===== config.mk =====
export PLATFORM = sky130hd
export DESIGN_NAME = down_count_arbiter
export DESIGN_NICKNAME = d
export VERILOG_FILES = /design/src/rtl/down_pkg.sv /design/src/rtl/down_count_arbiter_core.sv /design/src/rtl/down_count_arbiter.sv
export SDC_FILE = /design/constraint.sdc
export NUM_CORES = 1
export LEC_CHECK = 0
export CAP_MARGIN = 15
export CORE_AREA = 2 2 39 41
export CTS_CLUSTER_DIAMETER = 120
export DETAILED_ROUTE_END_ITERATION = 10
export DIE_AREA = 0 0 41 43
export PLACE_DENSITY = 0.59
export SYNTH_ARGS = -nofsm -noshare
export SYNTH_HDL_FRONTEND = slang
export SYNTH_SLANG_ARGS = --single-unit
export TNS_END_PERCENT = 10

===== constraint.sdc =====
create_clock -name clk -period 2 [get_ports clk]
set_input_delay 0.5 -clock clk [delete_from_list [all_inputs] [get_ports clk]]
set_output_delay 0.5 -clock clk [all_outputs]
set_load 0.01 [all_outputs]

===== src/rtl/down_pkg.sv =====
`default_nettype none
// +----------------------------------------------------------------------+
// | Package    : down_pkg                                                |
// | Description: FSM state encoding shared by the down-count arbiter.    |
// | Revision   : 1.0 - initial release                                   |
// +----------------------------------------------------------------------+
package down_pkg;

  typedef enum logic [1:0] {
    ST_IDLE = 2'd0,
    ST_RUN  = 2'd1,
    ST_DONE = 2'd2
  } state_e;

endpackage
`default_nettype wire


===== src/rtl/down_count_arbiter_core.sv =====
`default_nettype none
// +----------------------------------------------------------------------+
// | Module     : down_cnt_core                                           |
// | Description: Loadable synchronous down counter with clear and zero   |
// |              flag; saturates at zero.                                |
// | Revision   : 1.0 - initial release                                   |
// +----------------------------------------------------------------------+
module down_cnt_core #(
  parameter int WIDTH = 2
) (
  input  logic             clk,
  input  logic             reset,
  input  logic             load,
  input  logic             clr,
  input  logic             en,
  input  logic [WIDTH-1:0] d,
  output logic [WIDTH-1:0] q,
  output logic             zero
);

  logic [WIDTH-1:0] cnt_q;
  logic [WIDTH-1:0] cnt_d;

  // Clear wins over load, load wins over decrement; decrement never wraps.
  always_comb begin
    cnt_d = cnt_q;
    if (clr) begin
      cnt_d = '0;
    end else if (load) begin
      cnt_d = d;
    end else if (en && (cnt_q != '0)) begin
      cnt_d = cnt_q - 1'b1;
    end
  end

  always_ff @(posedge clk or negedge reset) begin
    if (!reset) begin
      cnt_q <= '0;
    end else begin
      cnt_q <= cnt_d;
    end
  end

  assign q    = cnt_q;
  assign zero = (cnt_q == '0);

endmodule
`default_nettype wire


===== src/rtl/down_count_arbiter.sv =====
`default_nettype none
// +----------------------------------------------------------------------+
// | Module     : down_count_arbiter                                      |
// | Description: Round-robin arbiter sharing one down counter among      |
// |              NREQ requesters; pulses done to the owner at zero.      |
// | Revision   : 1.0 - initial release                                   |
// +----------------------------------------------------------------------+
module down_count_arbiter
  import down_pkg::*;
#(
  parameter int WIDTH = 2,
  parameter int NREQ  = 2
) (
  input  logic                  clk,
  input  logic                  reset,
  input  logic [NREQ-1:0]       req,
  input  logic [NREQ*WIDTH-1:0] load_val,
  input  logic                  abort,
  output logic [NREQ-1:0]       grant,
  output logic                  busy,
  output logic [NREQ-1:0]       done,
  output logic [WIDTH-1:0]      count_out
);

  localparam int              IDXW     = (NREQ > 1) ? $clog2(NREQ) : 1;
  localparam logic [IDXW-1:0] LAST_IDX = IDXW'(NREQ - 1);

  state_e            state_q, state_d;
  logic [NREQ-1:0]   grant_q, grant_d;
  logic [IDXW-1:0]   owner_q, owner_d;
  logic [IDXW-1:0]   rr_ptr_q, rr_ptr_d;

  logic              pick_found;
  logic [IDXW-1:0]   pick_idx;
  int                cand;
  logic [IDXW-1:0]   next_ptr;
  logic [WIDTH-1:0]  load_sel;
  logic [WIDTH-1:0]  load_arr [NREQ];

  logic              cnt_load;
  logic              cnt_clr;
  logic              cnt_en;
  logic [WIDTH-1:0]  cnt_q;
  logic              cnt_zero;

  for (genvar gi = 0; gi < NREQ; gi++) begin : g_unpack
    assign load_arr[gi] = load_val[gi*WIDTH +: WIDTH];
  end

  // Scan upward from the round-robin pointer, wrapping; first set request wins.
  always_comb begin
    pick_found = 1'b0;
    pick_idx   = '0;
    cand       = 0;
    for (int off = 0; off < NREQ; off++) begin
      cand = (int'(rr_ptr_q) + off) % NREQ;
      if (!pick_found && req[IDXW'(cand)]) begin
        pick_found = 1'b1;
        pick_idx   = IDXW'(cand);
      end
    end
  end

  assign load_sel = load_arr[pick_idx];
  assign next_ptr = (owner_q == LAST_IDX) ? '0 : owner_q + 1'b1;

  always_comb begin
    state_d  = state_q;
    grant_d  = grant_q;
    owner_d  = owner_q;
    rr_ptr_d = rr_ptr_q;
    cnt_load = 1'b0;
    cnt_clr  = 1'b0;
    cnt_en   = 1'b0;
    case (state_q)
      ST_IDLE: begin
        if (pick_found) begin
          grant_d           = '0;
          grant_d[pick_idx] = 1'b1;
          owner_d           = pick_idx;
          cnt_load          = 1'b1;
          state_d           = ST_RUN;
        end
      end
      ST_RUN: begin
        if (abort) begin
          grant_d  = '0;
          cnt_clr  = 1'b1;
          rr_ptr_d = next_ptr;
          state_d  = ST_IDLE;
        end else if (cnt_zero) begin
          state_d = ST_DONE;
        end else begin
          cnt_en = 1'b1;
        end
      end
      ST_DONE: begin
        grant_d  = '0;
        rr_ptr_d = next_ptr;
        state_d  = ST_IDLE;
      end
      default: begin
        grant_d = '0;
        cnt_clr = 1'b1;
        state_d = ST_IDLE;
      end
    endcase
  end

  always_ff @(posedge clk or negedge reset) begin
    if (!reset) begin
      state_q  <= ST_IDLE;
      grant_q  <= '0;
      owner_q  <= '0;
      rr_ptr_q <= '0;
    end else begin
      state_q  <= state_d;
      grant_q  <= grant_d;
      owner_q  <= owner_d;
      rr_ptr_q <= rr_ptr_d;
    end
  end

  down_cnt_core #(
    .WIDTH (WIDTH)
  ) u_cnt (
    .clk   (clk),
    .reset (reset),
    .load  (cnt_load),
    .clr   (cnt_clr),
    .en    (cnt_en),
    .d     (load_sel),
    .q     (cnt_q),
    .zero  (cnt_zero)
  );

  assign grant     = grant_q;
  assign busy      = (state_q != ST_IDLE);
  assign done      = (state_q == ST_DONE) ? grant_q : '0;
  assign count_out = cnt_q;

endmodule
`default_nettype wire


==> flow_summary.toml <==
[floorplan]
die_w_um = 41
row_count = 14
dieArea_um2 = 1760
die_h_um = 43
coreArea_um2 = 1380
io_pins = 16
initial_core_util_pct = 32.7

[yosys]
yosys_warnings = 0
synth_area_leader_cell = "dfrtp_1"
netlist_instances = 45
yosys_register_bits = 8
synthesis.area_um2 = 453
synth_top_area_share_pct = 44.2
yosysUniqueCellTypes = 24
ys_seq_area_share_pct = 44.2
synth_area_leaders = "dfrtp_1 (44%), a21oi_1 (5.5%), mux2i_1 (4.4%)"
synth_fp_nets = 55
syn_avg_cell_area_um2 = 10.1

[critical_path]
cp.required_ns = 1.50
cp_cell_sequence = "clkdlybuf4s50_1"
path_delay_family = "buffers and inverters"
critPathLaunchType = "register"
critPathMaxFanout = 4
crit_path_end_kind = "output port"
crit_arrival_ns = 1.19
crit_type = "register to output port"
cp.buffers_inverters = 1
critical-path-max-stage-delay_ns = 0.55
cpMaxStageDelayCell = "clkdlybuf4s50_1"

[pwr]
clkPwrFrac_pct = 14.1
p_comb_share_pct = 50.3
p_per_area_nw_per_um2 = 1280
p_int_uw = 553
vdd_drop_max_mv = 0.569
switchingPower_uw = 299
power_frac_seq_pct = 35.6
p_leak_nw = 0.350
p_sw_share_pct = 35.1

[finish]
antenna_cells_inserted = 0
nets = 77
final_core_util_pct = 48.1
seq_area_um2 = 201
final_cell_mix = "clkdlybuf4s50_1 (11), dfrtp_1 (7), inv_1 (5), a21oi_1 (5), buf_4 (5)"
final_common_cell = "clkdlybuf4s50_1"
final_layout_size_suffix_gt1_share_pct = 24.6
multiInputGateArea_um2 = 218
area_delta_synth_final_pct = 47.0
nFillCells = 141

[cts]
cts_tree = "yes"
cts_buffer_depth = 2
clkSlewWorstSetupHoldPaths_ns = 0.05
clock-root-buffer = "clkbuf_4"
clock_latency_ns = 0.25
cts.sinks = 8
cts_made_buffers = 3
cts_max_level = 1

[min_path]
hp-class = "register to register"

[sta]
post-route-period-util_pct = 84.7
setup_tns_ns = 0
slew_viol_final = 0
setup_slack_ns = 0.306
min_period_ns = 1.69
hold_slack_ns = 0.444
rsz0062_at_grt = "false"
finalSetupViolCount = 0
final-hold-violation-count = 0
finClkSkew_ns = 0.00135
tightest_slew_ns = 0.391
slew_headroom_pct = 73.3
clock.fmax_mhz = 590

[detailed_routing]
finalWirelength_um = 942
drt_iter0_markers = 8
vias_per_cell = 4.75
ant_nets = 0
wire_per_inst_um = 11.6
vias = 385
drt-pass1-iter-count = 3
drcViolationCount = 0

[grt]
grt_pass1_vias = 385
grt_max_degree = 10
grt_pass1_wl_um = 1600
antenna_found_initial = 0
gr-usage-all-layers_pct = 13.6
overflow = 0

[place]
dp_slack_ns = 0.0696
place_congestion = 0.742
dp_hpwl_um = 719
port-buffer-count = 14

[outcome]
run_status = "complete, no violations"

[run]
cap_violations = 0
==> timing repair <==
action	4_1_cts	5_1_grt
hold buffers	0	0
endpoints found under the setup margin	3	3
resized for setup	1	3
setup buffers	1	0
endpoints found under the hold margin	0	0
==> per-layer routing <==
metal,up-vias,global-route usage [%],routed length [um]
met5,-,0,0
met4,0,10.0,0
met3,0,1.57,59
met2,15,18.4,417
met1,167,18.9,465
li1,203,-,-
==> state kept, by name, summed over array words and instances, names as in the netlist <==
signal,count
rr_ptr_q,1
owner_q,1
grant,2
u_cnt.q,2
state_q,2
==> power by group through the flow <==
stage / combinational (mW) / clock (mW) / sequential [mW]
final: 0.429 / 0.120 / 0.303
after global routing: 0.473 / 0.143 / 0.315
after CTS: 0.438 / 0.132 / 0.304
after detailed placement: 0.411 / 0 / 0.316
after global placement: 0.407 / 0 / 0.315
after floorplan: 0.257 / 0 / 0.303
==> cell usage after synthesis <==
| cell type | number |
|---|---|
| inv_1 | 5 |
| nor4b_2 | 1 |
| mux2_2 | 1 |
| a21oi_2 | 1 |
| ha_1 | 1 |
| nand2b_1 | 1 |
| and3_1 | 2 |
| or2_2 | 1 |
| a21oi_1 | 5 |
| or3b_4 | 1 |
| a32o_2 | 1 |
| buf_2 | 1 |
| o21ai_0 | 1 |
| a2111oi_0 | 1 |
| nand3_1 | 2 |
| dfrtp_1 | 8 |
| a31oi_1 | 1 |
| a211o_1 | 1 |
| nor2_1 | 2 |
| mux2i_1 | 2 |
| nand2_1 | 2 |
| buf_6 | 1 |
| nor3b_1 | 2 |
| or3b_2 | 1 |
==> cells by family after synthesis <==
logic type	share of synthesized area [%]
AND/OR/NAND/NOR	22.1
AO/OA/AOI/OAI	16.3
flip-flops	44.2
buffers and inverters	7.73
multiplexers	6.91
adder cells (fa/ha/maj)	2.76
==> worst paths after layout <==
check	start	slack, ns	depth (start not counted)	endpoint
max	u_cnt.q[0]	0.31	1	count_out[0]
min	owner_q	0.44	1	rr_ptr_q
min in group asynchronous	reset	0.53	1	u_cnt.q[0]
max in group asynchronous	reset	1.19	1	state_q[0]
min reg2reg	owner_q	0.44	1	rr_ptr_q
max reg2reg	u_cnt.q[0]	0.44	5	u_cnt.q[1]
==> metrics by stage <==
step | power [mW] | area, um^2 | std cells
2_1_floorplan | 0.560 | 453 | 45
3_3_place_gp | 0.722 | 627 | 77
3_5_place_dp | 0.726 | 627 | 77
4_1_cts | 0.874 | 658 | 81
5_1_grt | 0.931 | 666 | 81
6_report | 0.852 | 666 | 81
==> layout make-up <==
| class | count | share of cell area (%) |
|---|---|---|
| multi-input combinational | 30 | 32.7 |
| inverter | 5 | 2.82 |
| clock buffer | 3 | 3.38 |
| sequential | 8 | 30.3 |
| tap | 16 | 3.01 |
| timing repair buffer | 19 | 27.8 |
Power figures use the tool's default switching activity.
